**src/rtl/time_preset_loader.sv**
```systemverilog
// Purpose: collects a 9-byte time/calendar record, validates it, then presets the time counter.
// Latency: load (or reject) pulse is high for one cycle, 2 edges after the last byte is accepted.
// Backpressure: wr_ready_o is high only while receiving. It drops for the check/load/error cycles and while abort_i is high.
module time_preset_loader (
    input  logic        clk_i,
    input  logic        rst_i,
    input  logic        wr_valid_i,
    input  logic [7:0]  wr_data_i,
    output logic        wr_ready_o,
    input  logic        abort_i,
    output logic        enable_o,
    output logic        en_preset_o,
    output logic [5:0]  init_sec_o,
    output logic [5:0]  init_min_o,
    output logic [5:0]  init_hour_o,
    output logic [1:0]  init_mode_o,
    output logic [2:0]  init_day_of_week_o,
    output logic [4:0]  init_day_of_month_o,
    output logic [3:0]  init_month_o,
    output logic [11:0] init_year_o,
    output logic        busy_o,
    output logic        err_o
);

    localparam logic [1:0] RECV  = 2'd0;
    localparam logic [1:0] CHECK = 2'd1;
    localparam logic [1:0] LOAD  = 2'd2;
    localparam logic [1:0] ERR   = 2'd3;

    logic [1:0]  state_q;
    logic [3:0]  idx_q;
    logic        accept;
    logic        rec_ok;
    logic [4:0]  max_day;

    // Staged record fields, already truncated to their field widths
    logic [5:0]  st_sec;
    logic [5:0]  st_min;
    logic [5:0]  st_hour;
    logic [1:0]  st_mode;
    logic [2:0]  st_dow;
    logic [4:0]  st_dom;
    logic [3:0]  st_month;
    logic [11:0] st_year;

    // Ready is also gated by rst_i so that it reads 0 for the whole reset window
    assign wr_ready_o  = !rst_i && (state_q == RECV) && !abort_i;
    assign accept      = wr_valid_i && wr_ready_o;
    assign enable_o    = (state_q == LOAD);
    assign en_preset_o = (state_q == LOAD);
    assign err_o       = (state_q == ERR);
    assign busy_o      = (idx_q != 4'd0) || (state_q != RECV);

    // Month length, with the Gregorian century exception limited to 2100
    always_comb begin
        max_day = 5'd31;
        case (st_month)
            4'd4, 4'd6, 4'd9, 4'd11: max_day = 5'd30;
            4'd2: max_day = ((st_year[1:0] == 2'b00) && (st_year != 12'd2100)) ? 5'd29 : 5'd28;
            default: max_day = 5'd31;
        endcase
    end

    // Validity of the whole staged record
    always_comb begin
        logic time_ok;
        logic hour_ok;
        logic cal_ok;
        time_ok = (st_sec <= 6'd59) && (st_min <= 6'd59);
        if (st_mode[0])
            hour_ok = (st_hour >= 6'd1) && (st_hour <= 6'd12);
        else
            hour_ok = (st_hour <= 6'd23) && !st_mode[1];
        cal_ok  = (st_dow != 3'd0)
               && (st_month >= 4'd1) && (st_month <= 4'd12)
               && (st_dom >= 5'd1) && (st_dom <= max_day);
        rec_ok  = time_ok && hour_ok && cal_ok;
    end

    // Sequencer: byte index while receiving, then one check cycle and one load/error cycle
    always_ff @(posedge clk_i or posedge rst_i) begin
        if (rst_i) begin
            state_q <= RECV;
            idx_q   <= 4'd0;
        end else begin
            case (state_q)
                RECV: begin
                    if (abort_i) begin
                        idx_q <= 4'd0;
                    end else if (accept) begin
                        if (idx_q == 4'd8) begin
                            idx_q   <= 4'd0;
                            state_q <= CHECK;
                        end else begin
                            idx_q <= idx_q + 4'd1;
                        end
                    end
                end
                CHECK:   state_q <= rec_ok ? LOAD : ERR;
                default: begin
                    state_q <= RECV;
                    idx_q   <= 4'd0;
                end
            endcase
        end
    end

    // Staging: each accepted byte lands in the field selected by the index
    always_ff @(posedge clk_i or posedge rst_i) begin
        if (rst_i) begin
            st_sec   <= '0;
            st_min   <= '0;
            st_hour  <= '0;
            st_mode  <= '0;
            st_dow   <= '0;
            st_dom   <= '0;
            st_month <= '0;
            st_year  <= '0;
        end else if (accept) begin
            case (idx_q)
                4'd0: st_sec         <= wr_data_i[5:0];
                4'd1: st_min         <= wr_data_i[5:0];
                4'd2: st_hour        <= wr_data_i[5:0];
                4'd3: st_mode        <= wr_data_i[1:0];
                4'd4: st_dow         <= wr_data_i[2:0];
                4'd5: st_dom         <= wr_data_i[4:0];
                4'd6: st_month       <= wr_data_i[3:0];
                4'd7: st_year[7:0]   <= wr_data_i;
                4'd8: st_year[11:8]  <= wr_data_i[3:0];
                default: ;
            endcase
        end
    end

    // Preset values: copied from staging only when a checked record is good
    always_ff @(posedge clk_i or posedge rst_i) begin
        if (rst_i) begin
            init_sec_o          <= 6'd0;
            init_min_o          <= 6'd0;
            init_hour_o         <= 6'd0;
            init_mode_o         <= 2'b00;
            init_day_of_week_o  <= 3'd1;
            init_day_of_month_o <= 5'd1;
            init_month_o        <= 4'd1;
            init_year_o         <= 12'd2000;
        end else if ((state_q == CHECK) && rec_ok) begin
            init_sec_o          <= st_sec;
            init_min_o          <= st_min;
            init_hour_o         <= st_hour;
            init_mode_o         <= st_mode;
            init_day_of_week_o  <= st_dow;
            init_day_of_month_o <= st_dom;
            init_month_o        <= st_month;
            init_year_o         <= st_year;
        end
    end

endmodule

```
**config.mk**
```make
export PLATFORM = sky130hd
export DESIGN_NAME = time_preset_loader
export DESIGN_NICKNAME = d
export VERILOG_FILES = /design/src/rtl/time_preset_loader.sv
export SDC_FILE = /design/constraint.sdc
export NUM_CORES = 1
export LEC_CHECK = 0
export ABC_AREA = 1
export CORE_ASPECT_RATIO = 1.75
export CORE_MARGIN = 3
export CORE_UTILIZATION = 49
export DETAILED_ROUTE_END_ITERATION = 10
export PLACE_DENSITY = 0.76
export SLEW_MARGIN = 20
export SYNTH_ARGS = -nofsm -noshare
export SYNTH_HDL_FRONTEND = slang
export SYNTH_SLANG_ARGS = --single-unit
```
**constraint.sdc**
```tcl
create_clock -name clk_i -period 3.1 [get_ports clk_i]
set_input_delay 0.62 -clock clk_i [delete_from_list [all_inputs] [get_ports clk_i]]
set_output_delay 0.62 -clock clk_i [all_outputs]
set_load 0.01 [all_outputs]
```
==> Word level (Yosys, flattened, before mapping) <==
Index checks and enable logic that the tools add are counted.
{ "op_classes": {"add_sub_neg": 1, "order_cmp": 9, "n_eq_ne": 21, "muxes": 12, "bitwise": 1, "reduce_logical": 36} }
{ "ops": {"columns": ["cell", "count"], "rows": [
  ["== test 4 x 3 -> 1 bit, second input constant", 6],
  ["AND reduction 2 bit", 10],
  ["logical AND 1 bit", 14],
  ["== test 4 x 2 -> 1 bit, second input constant", 3],
  ["== test 4 bit, second input constant", 3],
  ["less-or-equal comparator 6 bit, second input constant", 2],
  ["two-way mux 4 bit", 3],
  ["inequality test 12 bit, second input constant", 1],
  ["one-hot mux 2 bit (2 select lines)", 2],
  ["one-hot mux 4 bit (2 select lines)", 1],
  ["greater-or-equal comparator 6 x 1 -> 1 bit, second input constant", 1],
  ["less-or-equal comparator 6 x 4 -> 1 bit, second input constant", 1],
  ["less-or-equal comparator 6 x 5 -> 1 bit, second input constant", 1],
  ["two-way mux 2 bit", 3],
  ["greater-or-equal comparator 5 x 1 -> 1 bit, second input constant", 1],
  ["less-or-equal comparator 5 bit", 1],
  ["adder 4 x 1 -> 4 bit, second input constant", 1],
  ["== test 2 bit, second input constant", 2],
  ["== test 4 x 1 -> 1 bit, second input constant", 1],
  ["greater-or-equal comparator 4 x 1 -> 1 bit, second input constant", 1],
  ["less-or-equal comparator 4 bit, second input constant", 1],
  ["zero test 2 bit", 2],
  ["zero test 4 bit", 1],
  ["inequality test 2 bit, second input constant", 2],
  ["other kinds (12)", 16]
]} }
{ "totals": {"reg_bits": 94, "input_bits": 12, "out_inout_bits": 49, "elab_cells": 99} }

==> Logic depth before layout (Yosys ltp) <==
{ "depth": {"word_depth": 9, "depth_mapped": 15} }

==> Least setup slack after synthesis <==
No wires, ideal clock.
{ "synth_timing": {"kind": "flip-flop to flip-flop", "startpoint": "register st_year[6]", "endpoint": "register init_day_of_month_o[1]", "arrival_time_ns": 1.873, "required_ns": 3.034, "path_slack_ns": 1.161, "path_stages_with_launch": 15, "path_buffers": 1, "synth_period_minus_slack_ns": 1.939, "cell_sequence": "dfrtp_1 nor4_1 nand3_1 nand2_1 a21oi_1 ha_1 nand2_1 inv_1 nor2_1 nand2_1 nand3_1 nor2_2 buf_2 nand4_1 nand2_1"} }
{ "synth_via": {"elab_chain_cells": 8} }
{ "synth_rtl": {"columns": ["item", "line", "rtl"], "rows": [
  ["start, declared", "44", "logic [11:0] st_year;"],
  ["start signal, assigned", "128", "4'd7: st_year[7:0] <= wr_data_i;"],
  ["inequality test 12 bit", "59", "4'd2: max_day = ((st_year[1:0] == 2'b00) && (st_year != 12'd2100)) ? 5'd29 : 5'd28;"],
  ["logical AND 1 bit", "59", null],
  ["two-way mux 1 bit", "59", null],
  ["one-hot mux 2 bit (2 select lines)", "57", "case (st_month)"],
  ["less-or-equal comparator 5 bit", "76", "&& (st_dom >= 5'd1) && (st_dom <= max_day);"],
  ["logical AND 1 bit", "76", null],
  ["logical AND 1 bit", "77", "rec_ok = time_ok && hour_ok && cal_ok;"],
  ["logical AND 1 bit", "146", "end else if ((state_q == CHECK) && rec_ok) begin"],
  ["end signal, assigned", "152", "init_day_of_month_o <= st_dom;"],
  ["end, declared", "18", "output logic [4:0] init_day_of_month_o,"]
]} }
No other way between the ends.
A chain may end at the register's enable or synchronous reset.

==> Worst setup path in the final report <==
{ "layout_timing": {"startpoint": "register idx_q[0]", "endpoint": "output busy_o"} }
{ "layout_via": {"elab_chain_cells": 2} }
{ "layout_rtl": {"columns": ["item", "line", "rtl"], "rows": [
  ["start, declared", "31", "logic [3:0] idx_q;"],
  ["start signal, assigned", "95", "idx_q <= idx_q + 4'd1;"],
  ["nonzero test 4 bit", "52", "assign busy_o = (idx_q != 4'd0) || (state_q != RECV);"],
  ["logical OR 1 bit", "52", null],
  ["end, declared", "21", "output logic busy_o,"]
]} }
No other way between the ends.

==> impl_metrics.tcl <==
set metrics [dict create \
    cts_tree "built" \
    routed_wl_um 9820 \
    seqCellArea_um2 2360 \
    post-route-period-util 0.827 \
    start_kind "flop" \
    ctsHoldBuffers 0 \
    num_antenna_cells 0 \
    synth_cells 485 \
    initial_utilization 0.512 \
    post-route-drc-count 0 \
    grt_max_degree 61 \
    synth.area.top_cells "dfrtp_1, nand2_1, nand4_1" \
    cts_resized 0 \
    vias_per_cell 5.25 \
    place_congestion 0.819 \
    syn_area_um2 4340 \
    grt_pass1_vias 3516 \
    cts_buffers 9 \
    final_util 0.627 \
    h-tree-depth 3 \
    gr-total-overflow 0 \
    p_per_area_nw_per_um2 637 \
    yosys.area.top_type_share 0.490 \
    rows 44 \
    async_flop_share 1.00 \
    rsz0062_at_grt "false" \
    multiInputGateArea_um2 1670 \
    post_cts_buffers 0 \
    vdd_drop_max_mv 0.400 \
    yosys_register_bits 94 \
    clkLatencyLatePin_ns 0.34 \
    drt-pass1-iter-count 4 \
    layout_min_cycle_time_ns 2.56 \
    synth_cell_types 32 \
    slew_headroom 0.588 \
    path_class "reg2out" \
    die_x_um 77.1 \
    status "completed" \
    synth.top_cells.by_count "nand2_1, dfrtp_1, nand4_1" \
    nNetsFinal 559 \
    port_buffers 60 \
    fill_cells 742 \
    fin_setup_tns_ns 0 \
    hold_viol 0 \
    core_region_area_um2 8480 \
    crit_arrival_ns 1.94 \
    dp_hpwl_um 7030 \
    yosysSeqAreaShare 0.545 \
    drv_cap 0 \
    io_pins 61 \
    end_kind "primary output" \
    synthMostInstantiatedCell "nand2_1" \
    layout-drive-gt1-share 0.114 \
    die_h_um 130 \
    clk_pin_slew_ns 0.06 \
    synth_top_cell_by_area "dfrtp_1" \
    flow.area_growth_from_synthesis_pct 22.5 \
    ant_nets 0 \
    die_area_um2 10100 \
    yosysWarnings 0 \
    hold_path.class "reg2reg" \
    holdWs_ns 0.460 \
    leakage_nw 2.58 \
    syn-num-nets 503 \
    finalSetupViolCount 0 \
    drt_iter0_markers 182 \
    skew_ns 0.00552 \
    antenna_found_initial 0 \
    synth-edff-count 0 \
    avgSynthCellArea_um2 8.94 \
    grt_pass1_wl_um 16400 \
    max_clock_freq_mhz 390 \
    crit_fanout 5 \
    drv_slew 0 \
    cts_root_buffer "clkbuf_16" \
    cp_data_required_time_ns 2.48 \
    clock_path_buffers 2 \
    ys.flop_type "dfrtp_1" \
    tightestPinTransition_ns 0.618 \
    wl_per_cell_um 14.9 \
    cts.sinks 94 \
    via_count 3468 \
    grtUsageTotal 0.206 \
]
-- critical path, stage by stage (launching register included) --
cell             delay [ns]
dfrtp_1                0.43
inv_1                  0.12
ha_1                   0.17
inv_1                  0.06
nor3_1                 0.24
nand2_1                0.09
clkdlybuf4s50_1        0.49
-- where the power goes --
part           switching [mW]  internal [mW]  total (mW)
combinational           0.417          0.236       0.653
clock                   0.441          0.726        1.17
sequential              0.166           1.40        1.56
total                    1.02           2.36        3.38
-- state kept, by name, summed over array words and instances (netlist names), 6 cells and up --
name	cells
init_year_o	12
st_year	12
init_hour_o	6
init_min_o	6
init_sec_o	6
st_hour	6
st_min	6
st_sec	6
-- logic make-up (layout without fill, tap and decap cells) --
kind of cell	Yosys count	count (layout)	synth area share
AOI/OAI and AO/OA	54	54	0.0773
xor gates and xnor gates	2	2	0.00404
adders and majority gates	6	6	0.0173
buffers and inverters	62	123	0.0715
DFF	94	94	0.545
and+or+nand+nor	267	267	0.285
-- area by class of cell --
class,instances,share of cell area
clock buffers,12,0.0464
clock inverters,4,0.0132
inverters,40,0.0294
multi-input cells,329,0.314
flip-flops and latches,94,0.445
well taps,115,0.0271
repair buffers,67,0.125
-- stage by stage --
stage               total power [mW]  instance area [um2]  std cells  setup slack [ns]
floorplan                       2.04                 4340        485            0.0462
global placement                2.20                 5000        645             0.594
detailed placement              2.23                 5000        645             0.573
CTS                             3.39                 5310        661             0.531
global route                    3.55                 5310        661             0.382
finish                          3.38                 5310        661             0.535
-- cells in the final DEF, fill, tap and decap left out --
master,Yosys,final
a211oi_1,1,1
a21oi_1,7,7
a21oi_4,1,1
and2_1,1,1
buf_12,0,1
buf_4,3,6
bufinv_16,0,2
clkbuf_1,0,2
clkbuf_16,0,9
clkbuf_8,0,1
clkdlybuf4s50_1,0,60
clkinv_2,0,3
dfrtp_1,85,85
dfstp_2,9,9
ha_1,6,6
inv_1,38,37
inv_2,1,1
inv_6,1,1
nand2_1,157,157
nand2_4,2,2
nand3_1,11,11
nand3_2,2,2
nand3_4,1,1
nand4_1,44,44
nand4_2,1,1
nor2_1,30,29
nor2_2,4,5
nor2_4,4,4
nor3_1,7,7
nor3b_1,1,1
nor4_1,2,2
o21ai_0,18,18
o21ai_1,13,13
o21ai_2,13,13
o21bai_1,1,1
xnor2_1,1,1
xor2_1,1,1
-- final timing paths --
kind / start / to / slack, ns / depth (start not counted)
max in group asynchronous: rst_i / init_year_o[9] / 1.58 / 3
min reg2reg: init_year_o[9] / init_year_o[9] / 0.46 / 2
max reg2reg: st_month[2] / init_sec_o[3] / 0.79 / 13
max: idx_q[0] / busy_o / 0.54 / 6
min in group asynchronous: rst_i / idx_q[3] / 0.75 / 2
min: init_year_o[9] / init_year_o[9] / 0.46 / 2
-- routing by layer --
layer	share of wire	global-route usage	up-vias	wire length (um)
met5	0	0	-	0
met4	0.024	0.0849	0	234
met3	0.030	0.0398	19	294
met2	0.56	0.385	70	5460
met1	0.39	0.228	1679	3840
li1	-	-	1700	-
No activity file was read; power rests on OpenSTA's default activity.
